[src/rtl/ysyx_22050612_mem_pkg.sv]
// Shared types and widths for the IFU/LSU memory arbiter.
package ysyx_22050612_mem_pkg;

  localparam int unsigned ADDR_W = 64;
  localparam int unsigned DATA_W = 64;
  localparam int unsigned MASK_W = 8;

  typedef enum logic [1:0] {
    StIdle = 2'd0,
    StReq  = 2'd1,
    StWait = 2'd2
  } state_e;

  // Owner encoding doubles as the grant-vector bit index.
  typedef enum logic {
    OwnIfu = 1'b0,
    OwnLsu = 1'b1
  } owner_e;

endpackage

[src/rtl/ysyx_22050612_rr_arb2.sv]
// Two-way round-robin arbiter: a lone requester wins, a tie goes to the one not granted last.
module ysyx_22050612_rr_arb2
  import ysyx_22050612_mem_pkg::*;
(
  input  logic [1:0] req,
  input  owner_e     last,
  output logic [1:0] gnt
);

  // Pick the grant from the request pair and the previous winner
  always_comb begin
    gnt = req;
    if (req == 2'b11) begin
      gnt = (last == OwnLsu) ? 2'b01 : 2'b10;
    end
  end

endmodule

[src/rtl/ysyx_22050612_mem_arbiter.sv]
// Arbitrates IFU and LSU onto one memory port, one transaction outstanding, with timeout abort.
module ysyx_22050612_mem_arbiter
  import ysyx_22050612_mem_pkg::*;
#(
  parameter int unsigned TIMEOUT = 255
) (
  input  logic              clk,
  input  logic              rst,
  input  logic              ifu_req_valid,
  output logic              ifu_req_ready,
  input  logic [ADDR_W-1:0] ifu_addr,
  output logic              ifu_resp_valid,
  output logic [DATA_W-1:0] ifu_rdata,
  input  logic              lsu_req_valid,
  output logic              lsu_req_ready,
  input  logic [ADDR_W-1:0] lsu_addr,
  input  logic              lsu_wen,
  input  logic [DATA_W-1:0] lsu_wdata,
  input  logic [MASK_W-1:0] lsu_wmask,
  output logic              lsu_resp_valid,
  output logic [DATA_W-1:0] lsu_rdata,
  output logic              mem_req_valid,
  input  logic              mem_req_ready,
  output logic [ADDR_W-1:0] mem_addr,
  output logic              mem_wen,
  output logic [DATA_W-1:0] mem_wdata,
  output logic [MASK_W-1:0] mem_wmask,
  input  logic              mem_resp_valid,
  input  logic [DATA_W-1:0] mem_rdata,
  output logic              err
);

  // Counter spans 0..TIMEOUT-1; the abort fires on the cycle holding TIMEOUT-1.
  localparam int unsigned CntW = (TIMEOUT < 2) ? 1 : $clog2(TIMEOUT);

  state_e          state_q, state_d;
  owner_e          owner_q, last_q;
  logic [CntW-1:0] cnt_q;
  logic [1:0]      gnt;
  logic            busy, resp_hit, tmo_hit, finish;

  ysyx_22050612_rr_arb2 u_rr_arb2 (
    .req  ({lsu_req_valid, ifu_req_valid}),
    .last (last_q),
    .gnt  (gnt)
  );

  assign busy     = (state_q == StReq) || (state_q == StWait);
  assign resp_hit = (state_q == StWait) && mem_resp_valid;
  assign tmo_hit  = busy && (cnt_q == CntW'(TIMEOUT - 1));
  assign finish   = resp_hit || tmo_hit;

  // State register
  always_ff @(posedge clk) begin
    if (rst) begin
      state_q <= StIdle;
    end else begin
      state_q <= state_d;
    end
  end

  // Next-state logic; a response in WAIT takes priority over a coincident timeout
  always_comb begin
    state_d = state_q;
    unique case (state_q)
      StIdle: if (ifu_req_ready || lsu_req_ready) state_d = StReq;
      StReq: begin
        if (tmo_hit)            state_d = StIdle;
        else if (mem_req_ready) state_d = StWait;
      end
      StWait: if (finish) state_d = StIdle;
      default: state_d = StIdle;
    endcase
  end

  // FSM outputs: grants only in IDLE, memory request only in REQ
  always_comb begin
    ifu_req_ready = (state_q == StIdle) && gnt[OwnIfu];
    lsu_req_ready = (state_q == StIdle) && gnt[OwnLsu];
    mem_req_valid = (state_q == StReq);
  end

  // Request latch, timeout counter, response pulses and sticky error
  always_ff @(posedge clk) begin
    if (rst) begin
      owner_q        <= OwnIfu;
      last_q         <= OwnIfu;
      cnt_q          <= '0;
      mem_addr       <= '0;
      mem_wen        <= 1'b0;
      mem_wdata      <= '0;
      mem_wmask      <= '0;
      ifu_resp_valid <= 1'b0;
      ifu_rdata      <= '0;
      lsu_resp_valid <= 1'b0;
      lsu_rdata      <= '0;
      err            <= 1'b0;
    end else begin
      ifu_resp_valid <= 1'b0;
      ifu_rdata      <= '0;
      lsu_resp_valid <= 1'b0;
      lsu_rdata      <= '0;

      if (lsu_req_ready) begin
        owner_q   <= OwnLsu;
        last_q    <= OwnLsu;
        mem_addr  <= lsu_addr;
        mem_wen   <= lsu_wen;
        mem_wdata <= lsu_wdata;
        mem_wmask <= lsu_wmask;
        cnt_q     <= '0;
      end else if (ifu_req_ready) begin
        owner_q   <= OwnIfu;
        last_q    <= OwnIfu;
        mem_addr  <= ifu_addr;
        mem_wen   <= 1'b0;
        mem_wdata <= '0;
        mem_wmask <= '0;
        cnt_q     <= '0;
      end else if (busy) begin
        cnt_q <= cnt_q + CntW'(1);
      end

      if (finish) begin
        if (owner_q == OwnIfu) begin
          ifu_resp_valid <= 1'b1;
          ifu_rdata      <= resp_hit ? mem_rdata : '0;
        end else begin
          lsu_resp_valid <= 1'b1;
          lsu_rdata      <= (resp_hit && !mem_wen) ? mem_rdata : '0;
        end
      end

      if (tmo_hit && !resp_hit) err <= 1'b1;
    end
  end

endmodule

[config.mk]
export PLATFORM = sky130hd
export DESIGN_NAME = ysyx_22050612_mem_arbiter
export DESIGN_NICKNAME = d
export VERILOG_FILES = /design/src/rtl/ysyx_22050612_mem_pkg.sv /design/src/rtl/ysyx_22050612_rr_arb2.sv /design/src/rtl/ysyx_22050612_mem_arbiter.sv
export SDC_FILE = /design/constraint.sdc
export NUM_CORES = 1
export LEC_CHECK = 0
export CAP_MARGIN = 15
export CELL_PAD_IN_SITES_DETAIL_PLACEMENT = 0
export CELL_PAD_IN_SITES_GLOBAL_PLACEMENT = 1
export CORE_AREA = 2 2 209 211
export CTS_CLUSTER_SIZE = 30
export DETAILED_ROUTE_END_ITERATION = 10
export DIE_AREA = 0 0 211 213
export GPL_ROUTABILITY_DRIVEN = 0
export PLACE_DENSITY = 0.66
export SLEW_MARGIN = 20
export SYNTH_ARGS = -nofsm -noshare
export SYNTH_HDL_FRONTEND = slang
export SYNTH_HIERARCHICAL = 1
export SYNTH_SLANG_ARGS = --single-unit
[constraint.sdc]
create_clock -name clk -period 3.08 [get_ports clk]
set_input_delay 0.616 -clock clk [delete_from_list [all_inputs] [get_ports clk]]
set_output_delay 0.616 -clock clk [all_outputs]
set_load 0.02 [all_outputs]
# After elaboration in Yosys (flattened, before gate mapping)
# Cells that the tools add are included.
# totals
register_bits	279
input_bits	271
out_inout_bits	271
word_cells	60
# op_classes
add_sub_neg	1
n_eq_ne	7
mux	18
bitwise	4
n_reduce_logical	18
# op_table
op	count
two-way mux 64 bit	4
two-way mux 8 bit	2
two-way mux 2 bit	6
adder 8 x 1 -> 8 bit, second input constant	1
equality test 8 bit, second input constant	1
OR reduction 4 bit	2
logical AND 1 bit	6
case mux 2 bit (3 select lines)	1
two-way mux 1 bit	5
equality test 2 bit, second input constant	2
inequality test 2 bit, second input constant	2
NOT 1 bit	4
logical OR 1 bit	3
inequality test 3 x 1 -> 1 bit, second input constant	1
AND reduction 3 bit	1
OR reduction 3 bit	1
equality test 2 x 1 -> 1 bit, second input constant	1
zero test 1 bit	2
zero test 2 bit	1
nonzero test 2 bit	1
OR reduction 2 bit	1

# Longest topological paths before layout
# logic_depth
depth_word	6
depth_mapped	8
mapped_depth_nobuf	6

# Hierarchy
# Netlist, hierarchy kept.
# by_module_without_submodules
module	instances	cells_each	area_per_inst_um2
ysyx_22050612_mem_arbiter	1	873	9118.7
ysyx_22050612_rr_arb2	1	3	18.8

# Worst setup path after synthesis
# No wires, ideal clock.
# synth_timing
path_kind	input to output
start	input ifu_req_valid
end	output ifu_req_ready
t_arrival_ns	1.221
required_time_ns	2.464
slack_ns	1.243
path_stages	4
n_path_buf	1
cell_sequence	a21boi_1 -> nand2_1 -> inv_2 -> buf_2
# synth_via
elab_chain_len	3
# synth_lines
element	line_no	text
start: declaration	ysyx_22050612_mem_arbiter.sv:9	input logic ifu_req_valid,
equality test 2 bit	ysyx_22050612_rr_arb2.sv:13	if (req == 2'b11) begin
two-way mux 2 bit (*)	ysyx_22050612_rr_arb2.sv:13	
logical AND 1 bit (*)	ysyx_22050612_mem_arbiter.sv:78	ifu_req_ready = (state_q == StIdle) && gnt[OwnIfu];
end: declaration	ysyx_22050612_mem_arbiter.sv:10	output logic ifu_req_ready,
# Every way passes the cells marked *; elsewhere a longest branch is shown, timed or not.

# Worst setup path in the final report
# layout_timing
start	input lsu_req_valid
end	output lsu_req_ready
# layout_via
elab_chain_len	3
# layout_lines
element	line_no	text
start: declaration	ysyx_22050612_mem_arbiter.sv:14	input logic lsu_req_valid,
equality test 2 bit	ysyx_22050612_rr_arb2.sv:13	
two-way mux 2 bit (*)	ysyx_22050612_rr_arb2.sv:13	
via gnt[1]	ysyx_22050612_mem_arbiter.sv:39	logic [1:0] gnt;
logical AND 1 bit (*)	ysyx_22050612_mem_arbiter.sv:79	lsu_req_ready = (state_q == StIdle) && gnt[OwnLsu];
end: declaration	ysyx_22050612_mem_arbiter.sv:15	output logic lsu_req_ready,
# The timed path passes the listed nets; every way through them passes the cells marked *.

==> metrics <==
final net count 1,677; synthesized area 9138 um2; Startpoint Class primary input; non-filler cells in the finished layout 1,973; CP Depth 5; Post-Route Setup TNS 0 ps; Net Sw Frac between 30% and 40%; Hold Crit Depth 1; CTS max path bufs 3; drt wl/cell 18.64 um; Yosys warning total 6; status finished, final reports clean; post-synth cell types 39; Hold WC Path Type register to register; Worst setup EP type output pin; Max-slew headroom between 40% and 50%; H-tree levels 2; post-CTS setup buffers 0; Worst EP arrival ~2300 ps; number of gates resized after CTS 0; CTS tree yes; total clock buffers created by CTS 34; Tcrit/Tclk final 94.75%; Final Hold Viols 0; Cell Count Post-Placement 1,910; most common flop cell mapped by yosys dfxtp_1; Starting Density 21.40%; Via density 4.236; DR iter-0 viols 397; vias in the first global route about 8,400; DRC viols 0; FFs w/ async S/R, synth 0%; Int Pwr ~0.0083 W; Die H 213 um; GRT Util Overall approximately 16%; worst clock skew 19.75 ps; Final setup viols 0; cells after synthesis approximately 900; f_max 0.3427 GHz; grt total ovfl 0; clk slew on worst S/H paths 60 ps; Seq/Total Area, Yosys 61.13%; buffer and inverter count on the worst path 3; final core utilization a little under two fifths; Req. time, crit path 2460 ps; CTS sink count between 200 and 300; syn avg cell area 10.43 um2; vias 8,358; PD cells about 740 nW/um2; top cell type's share of synthesized area 61.13%; cell with the most instances after synthesis dfxtp_1; Post-Route WL 36,780 um; antenna violations before repair 7; fin crit period ~2900 ps; share of cells above drive strength 1 5.197%; Most common cell on crit path clkdlybuf4s50_1; Reg power frac a little over a third; Post-Syn Nets 1,153; sw power roughly 0.0038 W; combinational power share 29.0%; Slew @ Worst Pin 798.7 ps; die area 44,940 um2; RSZ-0062 raised after global routing false; Die Wd roughly 210 um; Std-Cell Rows 76; WS Path Type primary input to output pin; clk root buf clkbuf_16; worst-skew pair later-pin latency 540 ps; critical path peak fanout 2; Top Ports ~540; hold-fix buffer count after cts 0; first drt pass iteration count 4; core area 42,700 um2; leakage power 6.099 nW; Seq cells post-synth 279; FF-to-FF path depth 6; cell family with most CP delay buffers and inverters; CP Cell Sequence clkdlybuf4s50_1 -> a21boi_0 -> nand2_4 -> inv_2 -> clkdlybuf4s50_1; DP Area approximately 15,000 um2; post-synth top area cell dfxtp_1; Area contributors post-synth dfxtp_1 61%, and2_1 8.8%, a22o_1 6.9%; max-slew violations 0; dpl hpwl 26,690 um; slowest CP cell clkdlybuf4s50_1; Clock Power Share around a third; Synth top cells by count 279 x dfxtp_1, 136 x nand2_1, 128 x and2_1; Layout Area Growth over Synthesis 77.90%; Finished Cell Area 16,260 um2; Post-DRT Antenna Nets 0; worst stage delay on the critical path approximately 600 ps; first-pass GRT wire length 52,830 um; worst vdd rail ir drop 0.0003961 V; port buffer count 541; # Max-Cap Violations 0; Post-synth EDFFs 0; largest net degree at the start of global routing 131
placed cells by master, fill, tap and decap left out, types with 3 or more instances in the layout:
| master | n |
|---|---|
| bufinv_16 | 4 |
| a311oi_1 | 64 |
| a21oi_1 | 6 |
| ha_1 | 6 |
| and2_1 | 128 |
| nor3_4 | 3 |
| dfxtp_1 | 279 |
| nand4_1 | 4 |
| nor2_1 | 75 |
| or3_1 | 3 |
| clkbuf_16 | 35 |
| buf_4 | 5 |
| inv_1 | 4 |
| diode_2 | 3 |
| nand2_1 | 135 |
| nand3_1 | 3 |
| a22o_1 | 72 |
| xor2_1 | 3 |
| clkdlybuf4s50_1 | 540 |
| buf_12 | 6 |
| clkbuf_1 | 9 |
| clkbuf_8 | 8 |
cell type report:
type                    instances  area (um2)
repair buffers                552        5568
diodes                          3       7.507
flip-flops and latches        279        5585
multi-input cells             527        3203
clock inverters                 8       166.4
inverters                       6       22.52
well taps                     546       683.2
fillers                      4261       26440
clock buffers                  52        1020
per-layer routing:
metal  GRT usage, %  wire [um]
met5              0         41
met4          5.488        917
met3          7.722       4397
met2          25.40      17100
met1          17.66      14320
sequential cells by signal, indices dropped and copies added (netlist names):
signal and flops:
mem_addr 64, lsu_resp_valid 1, lsu_rdata 64, mem_wdata 64, state_q 2, ifu_rdata 64
err 1, ifu_resp_valid 1, cnt_q 8, mem_wen 1, mem_wmask 8, last_q 1
cell families (layout without fill, tap and decap cells):
kind of cell / count (synthesis) / count (layout) / share of synthesized area [%]
fa+ha+maj: 6 / 6 / 0.8216
compound gates: 151 / 151 / 14.10
simple gates: 365 / 365 / 19.44
other cells: 0 / 3 / 0
buf+inv: 70 / 618 / 4.026
flops: 279 / 279 / 61.13
xor+xnor: 5 / 5 / 0.4793
power groups by stage:
stage                     combinational, W  sequential (W)  clock (W)
final                              0.00350         0.00438    0.00421
after floorplan                    0.00126         0.00499          0
after global routing               0.00377         0.00444    0.00447
after global placement             0.00352         0.00444          0
after detailed placement           0.00353         0.00446          0
after CTS                          0.00354         0.00438    0.00435
worst reg2reg max path, cell delays in order (launching register included):
cell and delay, ps:
dfxtp_1 400, a21boi_0 420, nand2_4 100, buf_12 250, nor2_4 320, buf_12 290
a22o_1 270
final timing paths:
check	start	to	slack (ps)
worst max-delay path	lsu_req_valid	lsu_req_ready	160
worst min-delay path	mem_wdata[3]	mem_wdata[3]	480
worst max register to register	last_q	mem_wmask[3]	980
worst min register to register	mem_wdata[3]	mem_wdata[3]	480
metrics by stage:
step                      total power [W]  hold slack, ps  worst slack (ps)
after global routing              0.01268           492.6             86.01
after floorplan                  0.006250           471.1              1243
after CTS                         0.01228           479.8             135.0
after global placement           0.007954           455.5             115.4
final                             0.01209           475.4             161.7
after detailed placement         0.007987           463.3             146.7
(Power assumes the default switching activity.)
